<file path="src/rtl/snake_body_ctrl.sv">
// Snake body controller: keeps the head cell, pushes new heads into an external
// segment queue and pops/erases the tail cell on every non-growing move.
module snake_body_ctrl #(
    parameter int ADDR_W   = 4,
    parameter int COORD_W  = 6,
    parameter int GRID_W   = 40,
    parameter int GRID_H   = 30,
    parameter int INIT_LEN = 3,
    parameter int START_X  = 10,
    parameter int START_Y  = 15
) (
    input  logic                   Clk,
    input  logic                   Reset,
    input  logic                   tick,
    input  logic [1:0]             dir,
    input  logic                   grow,
    output logic                   q_write_en,
    output logic [2*COORD_W-1:0]   q_write_data,
    output logic                   q_read_en,
    input  logic [2*COORD_W-1:0]   q_read_data,
    input  logic                   q_full,
    input  logic                   q_empty,
    output logic [COORD_W-1:0]     head_x,
    output logic [COORD_W-1:0]     head_y,
    output logic [COORD_W-1:0]     tail_x,
    output logic [COORD_W-1:0]     tail_y,
    output logic                   tail_valid,
    output logic                   busy,
    output logic                   overflow,
    output logic [ADDR_W:0]        length,
    output logic [2:0]             dbg_state
);

    localparam logic [2:0] S_INIT = 3'd0;
    localparam logic [2:0] S_IDLE = 3'd1;
    localparam logic [2:0] S_PUSH = 3'd2;
    localparam logic [2:0] S_POP  = 3'd3;
    localparam logic [2:0] S_CAPT = 3'd4;

    localparam logic [ADDR_W:0]    MAX_LEN  = (ADDR_W+1)'(2**ADDR_W);
    localparam logic [ADDR_W:0]    INIT_END = (ADDR_W+1)'(INIT_LEN-1);
    localparam logic [COORD_W-1:0] X_LAST   = COORD_W'(GRID_W-1);
    localparam logic [COORD_W-1:0] Y_LAST   = COORD_W'(GRID_H-1);

    // Handshake: the queue accepts q_write_data on any posedge with q_write_en=1,
    // and returns q_read_data on the posedge after a cycle with q_read_en=1.
    logic [2:0]         state;
    logic [1:0]         heading;
    logic               grow_q;
    logic               pop_first;
    logic               popped;
    logic [ADDR_W:0]    init_cnt;
    logic [COORD_W-1:0] tx, ty;
    logic [COORD_W-1:0] nx, ny;
    logic               can_grow;
    logic               dir_ok;

    always_comb begin
        nx = head_x;
        ny = head_y;
        case (heading)
            2'd0:    ny = (head_y == '0) ? Y_LAST : head_y - 1'b1;
            2'd1:    nx = (head_x == X_LAST) ? '0 : head_x + 1'b1;
            2'd2:    ny = (head_y == Y_LAST) ? '0 : head_y + 1'b1;
            default: nx = (head_x == '0) ? X_LAST : head_x - 1'b1;
        endcase
    end

    assign can_grow = grow && (length < MAX_LEN) && !q_full;
    assign dir_ok   = (dir != (heading ^ 2'b10));

    // Strobes are gated by Reset so nothing reaches the queue while INIT is held.
    assign q_write_en   = Reset && ((state == S_INIT) || (state == S_PUSH));
    assign q_write_data = {nx, ny};
    assign q_read_en    = Reset && (state == S_POP) && !q_empty;
    assign tail_valid   = Reset && (state == S_CAPT) && popped;
    assign tail_x       = tail_valid ? q_read_data[2*COORD_W-1:COORD_W] : tx;
    assign tail_y       = tail_valid ? q_read_data[COORD_W-1:0] : ty;
    assign busy         = (state != S_IDLE);
    assign dbg_state    = state;

    always_ff @(posedge Clk or negedge Reset) begin
        if (!Reset) begin
            state     <= S_INIT;
            heading   <= 2'd1;
            head_x    <= COORD_W'(START_X - INIT_LEN);
            head_y    <= COORD_W'(START_Y);
            tx        <= '0;
            ty        <= '0;
            length    <= '0;
            init_cnt  <= '0;
            grow_q    <= 1'b0;
            pop_first <= 1'b0;
            popped    <= 1'b0;
            overflow  <= 1'b0;
        end else begin
            overflow <= 1'b0;
            if (q_write_en) begin
                length <= length + 1'b1;
            end else if (q_read_en) begin
                length <= length - 1'b1;
            end
            case (state)
                S_INIT: begin
                    head_x   <= nx;
                    head_y   <= ny;
                    init_cnt <= init_cnt + 1'b1;
                    if (init_cnt == INIT_END) begin
                        state <= S_IDLE;
                    end
                end
                S_IDLE: begin
                    if (tick) begin
                        if (dir_ok) begin
                            heading <= dir;
                        end
                        grow_q    <= can_grow;
                        overflow  <= grow && !can_grow;
                        // A full queue must release the tail before taking a new head.
                        pop_first <= !can_grow && (length == MAX_LEN);
                        state     <= (!can_grow && (length == MAX_LEN)) ? S_POP : S_PUSH;
                    end
                end
                S_PUSH: begin
                    head_x <= nx;
                    head_y <= ny;
                    state  <= (grow_q || pop_first) ? S_IDLE : S_POP;
                end
                S_POP: begin
                    popped <= !q_empty;
                    state  <= S_CAPT;
                end
                S_CAPT: begin
                    if (popped) begin
                        tx <= q_read_data[2*COORD_W-1:COORD_W];
                        ty <= q_read_data[COORD_W-1:0];
                    end
                    state <= pop_first ? S_PUSH : S_IDLE;
                end
                default: state <= S_INIT;
            endcase
        end
    end

endmodule

</file>
<file path="config.mk">
export PLATFORM = sky130hd
export DESIGN_NAME = snake_body_ctrl
export DESIGN_NICKNAME = d
export VERILOG_FILES = /design/src/rtl/snake_body_ctrl.sv
export SDC_FILE = /design/constraint.sdc
export NUM_CORES = 1
export LEC_CHECK = 0
export BUFFER_PORTS_ARGS = -buffer_cell sky130_fd_sc_hd__buf_2
export CELL_PAD_IN_SITES_DETAIL_PLACEMENT = 0
export CELL_PAD_IN_SITES_GLOBAL_PLACEMENT = 1
export CORE_ASPECT_RATIO = 1.2
export CORE_MARGIN = 3
export CORE_UTILIZATION = 41
export DETAILED_ROUTE_END_ITERATION = 12
export PLACE_DENSITY = 0.78
export SLEW_MARGIN = 20
export SYNTH_ARGS = -nofsm -noshare
export SYNTH_HDL_FRONTEND = slang
export SYNTH_SLANG_ARGS = --single-unit
</file>
<file path="constraint.sdc">
create_clock -name Clk -period 2.5 [get_ports Clk]
set_input_delay 0.625 -clock Clk [delete_from_list [all_inputs] [get_ports Clk]]
set_output_delay 0.625 -clock Clk [all_outputs]
set_load 0.02 [all_outputs]
</file>
==> report_table.html <==
<table>
<tr><th>Metric</th><th>Value</th></tr>
<tr><th colspan="2">Run status</th></tr>
<tr><td>Result of the run</td><td>finished with violations</td></tr>
<tr><td>Violated checks</td><td>setup timing</td></tr>
<tr><th colspan="2">Final layout</th></tr>
<tr><td>Final #Nets</td><td>437</td></tr>
<tr><td>Layout cells sized above 1</td><td>43.98%</td></tr>
<tr><td>Filler-free cell count of the finished design</td><td>494</td></tr>
<tr><td>Layout overhead on the synthesized area</td><td>29.75%</td></tr>
<tr><td>Post-route core utilization</td><td>55.00%</td></tr>
<tr><td>Antenna diode count</td><td>0</td></tr>
<tr><th colspan="2">STA</th></tr>
<tr><td>Final-layout setup total negative slack</td><td>-1.005 ns</td></tr>
<tr><td>Final Hold Vio Count</td><td>0</td></tr>
<tr><td>Slew Viols, Final</td><td>0</td></tr>
<tr><td>Worst setup slack after layout</td><td>-0.2337 ns</td></tr>
<tr><td>Unrepaired setup endpoints after global routing</td><td>true</td></tr>
<tr><td>Maximum operating frequency</td><td>365.8 MHz</td></tr>
<tr><td>Total setup violations reported at the end of the flow</td><td>8</td></tr>
<tr><td>Final hold slack</td><td>0.3170 ns</td></tr>
<tr><td>Worst clock skew</td><td>0.006104 ns</td></tr>
<tr><td>Shortest period the worst path allows</td><td>2.734 ns</td></tr>
<tr><td>Slew at the pin closest to its max-slew limit</td><td>0.4623 ns</td></tr>
<tr><td>Period Utilization, post-route</td><td>109.3%</td></tr>
<tr><td>Max-slew headroom at the worst pin</td><td>68.98%</td></tr>
<tr><th colspan="2">Global route</th></tr>
<tr><td>Most Used Layer, Global Route</td><td>met2</td></tr>
<tr><td>Global-route wire length before repair</td><td>12,400 um</td></tr>
<tr><td>Global Route Usage Sum</td><td>18.08%</td></tr>
<tr><td>Pin count of the biggest net entering global routing</td><td>30</td></tr>
<tr><td>Gr ovfl total</td><td>0</td></tr>
<tr><td>Fraction of met3 tracks used by global routing</td><td>3.010%</td></tr>
<tr><td>Met2 Track Usage GR</td><td>32.35%</td></tr>
<tr><td>Via count of the first global-routing pass</td><td>2,651</td></tr>
<tr><td>Number of antenna violations at the first check in global routing</td><td>0</td></tr>
<tr><td>Global routing usage on met1</td><td>22.20%</td></tr>
<tr><th colspan="2">Clock network</th></tr>
<tr><td>Number of hold buffers added after CTS</td><td>0</td></tr>
<tr><td>Max Root-Sink Buffers</td><td>2</td></tr>
<tr><td>Inserted Clock Buffers</td><td>5</td></tr>
<tr><td>Clock latency on the worst-skew pair</td><td>0.30 ns</td></tr>
<tr><td>TritonCTS clock tree</td><td>done</td></tr>
<tr><td>Master cell of the clock root buffer</td><td>sky130_fd_sc_hd__clkbuf_8</td></tr>
<tr><td>Htree depth</td><td>2</td></tr>
<tr><td>Clock Sinks</td><td>43</td></tr>
<tr><td>Clock slew at the register clock pins of the worst setup and hold paths</td><td>0.09 ns</td></tr>
<tr><th colspan="2">Route</th></tr>
<tr><td>1st-iter DRT viols</td><td>139</td></tr>
<tr><td>Count of vias placed by the detailed router</td><td>2,683</td></tr>
<tr><td>Drt via density</td><td>5.431</td></tr>
<tr><td>Average wire per cell in the routed design</td><td>15.34 um</td></tr>
<tr><td>Number of iterations in the first detailed-routing pass</td><td>4</td></tr>
<tr><td>Overall routed net length</td><td>7578 um</td></tr>
<tr><td>Remaining antenna violation count</td><td>0</td></tr>
<tr><td>Drc violations</td><td>0</td></tr>
<tr><th colspan="2">Floorplan</th></tr>
<tr><td>X dimension of the die</td><td>83.08 um</td></tr>
<tr><td>Die extent in y</td><td>98.49 um</td></tr>
<tr><td># rows</td><td>33</td></tr>
<tr><td>Io pins</td><td>69</td></tr>
<tr><td>Std-Cell Core Area</td><td>6895 sq um</td></tr>
<tr><td>Starting utilization of the core area</td><td>42.39%</td></tr>
<tr><td>Total die area</td><td>8182 sq um</td></tr>
<tr><th colspan="2">Power</th></tr>
<tr><td>Share of total power in combinational logic</td><td>65.6%</td></tr>
<tr><td>Total internal power</td><td>2.876 mW</td></tr>
<tr><td>Worst VDD drop</td><td>0.5994 mV</td></tr>
<tr><td>Switching power</td><td>2.563 mW</td></tr>
<tr><td>Share of total power in the clock network</td><td>8.8%</td></tr>
<tr><td>Power Total</td><td>5.439 mW</td></tr>
<tr><td>Cell area power density</td><td>1434 nW/um^2</td></tr>
<tr><td>Leak pwr</td><td>1.814 nW</td></tr>
<tr><td>Sw frac</td><td>47.12%</td></tr>
<tr><td>Share of power burned in registers</td><td>25.6%</td></tr>
<tr><th colspan="2">Logic synthesis</th></tr>
<tr><td>Library cell with the highest instance count after synthesis</td><td>sky130_fd_sc_hd__dfrtp_1</td></tr>
<tr><td>Number of synthesized flops with an enable pin</td><td>0</td></tr>
<tr><td>Net Count, Synth</td><td>347</td></tr>
<tr><td>Warnings from Yosys</td><td>0</td></tr>
<tr><td>Dominant register cell in the synthesized netlist</td><td>sky130_fd_sc_hd__dfrtp_1</td></tr>
<tr><td>Sequential fraction of the synthesis area</td><td>37.16%</td></tr>
<tr><td>Leading post-synthesis cells by cell area</td><td>sky130_fd_sc_hd__dfrtp_1 30%, sky130_fd_sc_hd__mux2_2 12%, sky130_fd_sc_hd__dfstp_2 7.2%</td></tr>
<tr><td>Cell taking the most area after synthesis</td><td>sky130_fd_sc_hd__dfrtp_1</td></tr>
<tr><td>Average cell area after synthesis</td><td>9.249 sq um</td></tr>
<tr><td>Post-synth design cell area</td><td>2923 sq um</td></tr>
<tr><td>Async set-reset flop share out of synthesis</td><td>100.0%</td></tr>
<tr><td>Leading cell types by count after synthesis</td><td>35 x sky130_fd_sc_hd__dfrtp_1, 31 x sky130_fd_sc_hd__mux2_2, 24 x sky130_fd_sc_hd__nand2_1</td></tr>
<tr><td>Distinct cells, synth</td><td>58</td></tr>
<tr><td>Gate count of the mapped netlist</td><td>316</td></tr>
<tr><td>Top cell type's share of synthesized area</td><td>29.97%</td></tr>
<tr><td>Flip-flop and latch count after synthesis</td><td>43</td></tr>
<tr><th colspan="2">Critical path</th></tr>
<tr><td>Worst EP arrival</td><td>2.11 ns</td></tr>
<tr><td>Category of the critical setup timing path</td><td>flip-flop to output port</td></tr>
<tr><td>Endpoint type of the worst setup path</td><td>output port</td></tr>
<tr><td>Startpoint class of the critical path</td><td>flip-flop</td></tr>
<tr><td>Max FO, Critical Path</td><td>4</td></tr>
<tr><td>Worst endpoint required time</td><td>1.88 ns</td></tr>
<tr><td>Register-to-register path setup slack</td><td>0.49 ns</td></tr>
<tr><th colspan="2">Run</th></tr>
<tr><td>Number of maximum-capacitance constraint violations</td><td>0</td></tr>
<tr><th colspan="2">Placement</th></tr>
<tr><td>Count of input and output buffers</td><td>68</td></tr>
<tr><td># placed instances</td><td>472</td></tr>
<tr><td>Detailed Place HPWL</td><td>5451 um</td></tr>
<tr><td>Placer Congestion</td><td>0.8860</td></tr>
<tr><th colspan="2">Hold path</th></tr>
<tr><td>Path class of the lowest-slack min-delay path</td><td>primary input to async pin</td></tr>
</table>
==> power by group through the flow <==
stage / Combinational, mW / Clock (mW) / Sequential, mW
final: 3.57 / 0.477 / 1.39
after global routing: 3.90 / 0.518 / 1.44
after CTS: 3.22 / 0.492 / 1.40
after detailed placement: 3.07 / 0 / 1.41
after global placement: 3.04 / 0 / 1.39
after floorplan: 2.13 / 0 / 1.45
==> logic make-up (layout without fill, tap and decap cells) <==
group,count (synthesis),count (layout),share of synthesized area [%]
compound gates,75,75,16.35
simple gates,99,99,18.02
mux,34,34,12.97
buf+inv,40,131,6.336
xor+xnor,14,14,4.195
fa+ha+maj,11,11,4.966
flops,43,43,37.16
==> worst paths after layout <==
path	startpoint	end	depth (start not counted)
max	head_y[0]	q_write_data[1]	7
min in group Clk	init_cnt[4]	init_cnt[4]	1
min	Reset	head_y[5]	2
max reg2reg	dbg_state[0]	length[4]	9
min reg2reg	init_cnt[4]	init_cnt[4]	1
max in group asynchronous	Reset	heading[0]	2
==> final cells by class <==
cell class | count | area [sq um]
tap | 87 | 108.9
inverter | 17 | 63.81
timing repair buffer | 106 | 654.4
fill | 638 | 3103
multi-input combinational | 233 | 1783
sequential | 43 | 1087
clock inverter | 3 | 26.28
clock buffer | 5 | 68.82
==> sequential cells by signal, summed over array words and instances (netlist names) <==
signal	flops
dbg_state	3
head_x	6
pop_first	1
grow_q	1
heading	2
head_y	6
tx	6
init_cnt	5
popped	1
ty	6
length	5
overflow	1
==> metal layers <==
metal,vias up,wire (um)
met5,-,0
met4,0,93
met3,8,305
met2,60,3912
met1,1299,3267
li1,1316,-
==> critical path, stage by stage, from the launching register on <==
cell and delay (ns):
sky130_fd_sc_hd__dfstp_2 0.40, sky130_fd_sc_hd__inv_2 0.06, sky130_fd_sc_hd__ha_4 0.12, sky130_fd_sc_hd__or3b_4 0.41, sky130_fd_sc_hd__nor3_4 0.29, sky130_fd_sc_hd__o31ai_2 0.12
sky130_fd_sc_hd__mux2_4 0.27, sky130_fd_sc_hd__buf_6 0.13
==> timing repair <==
item,in CTS,in global routing
endpoints found under the hold margin,0,0
setup buffers,5,9
endpoints found under the setup margin,9,11
gates resized for setup,12,31
pin swaps,2,9
==> cell usage in the layout, fill, tap and decap left out, types with 3 or more instances in the layout <==
cell | Yosys | layout
sky130_fd_sc_hd__buf_2 | 12 | 61
sky130_fd_sc_hd__buf_4 | 1 | 42
sky130_fd_sc_hd__dfrtp_1 | 35 | 34
sky130_fd_sc_hd__mux2_2 | 31 | 29
sky130_fd_sc_hd__nand2_1 | 24 | 22
sky130_fd_sc_hd__nor2_1 | 20 | 19
sky130_fd_sc_hd__o21ai_0 | 22 | 17
sky130_fd_sc_hd__a21oi_1 | 16 | 15
sky130_fd_sc_hd__inv_1 | 17 | 13
sky130_fd_sc_hd__xnor2_1 | 10 | 10
sky130_fd_sc_hd__nand3_1 | 9 | 9
sky130_fd_sc_hd__dfstp_2 | 8 | 8
sky130_fd_sc_hd__or3_1 | 7 | 7
sky130_fd_sc_hd__ha_1 | 10 | 7
sky130_fd_sc_hd__a31oi_1 | 6 | 6
sky130_fd_sc_hd__o21ai_1 | 1 | 5
sky130_fd_sc_hd__o31ai_1 | 6 | 5
sky130_fd_sc_hd__nand2b_1 | 5 | 5
sky130_fd_sc_hd__nor3_1 | 5 | 5
sky130_fd_sc_hd__clkbuf_8 | 0 | 5
sky130_fd_sc_hd__inv_2 | 0 | 4
sky130_fd_sc_hd__xor2_1 | 4 | 4
sky130_fd_sc_hd__nand4_1 | 4 | 4
sky130_fd_sc_hd__nor2b_1 | 3 | 3
sky130_fd_sc_hd__and3_1 | 3 | 3
sky130_fd_sc_hd__nor4_1 | 3 | 3
sky130_fd_sc_hd__mux2i_1 | 3 | 3
sky130_fd_sc_hd__ha_4 | 0 | 3
sky130_fd_sc_hd__buf_6 | 2 | 3
==> per-stage QoR <==
step / worst slack, ns / instance area (sq um)
after floorplan: 0.01672 / 2924
after global placement: 0.1164 / 3431
after detailed placement: 0.09299 / 3431
after CTS: -0.1770 / 3621
after global routing: -0.3341 / 3792
final: -0.2337 / 3792
(Power assumes the default switching activity.)
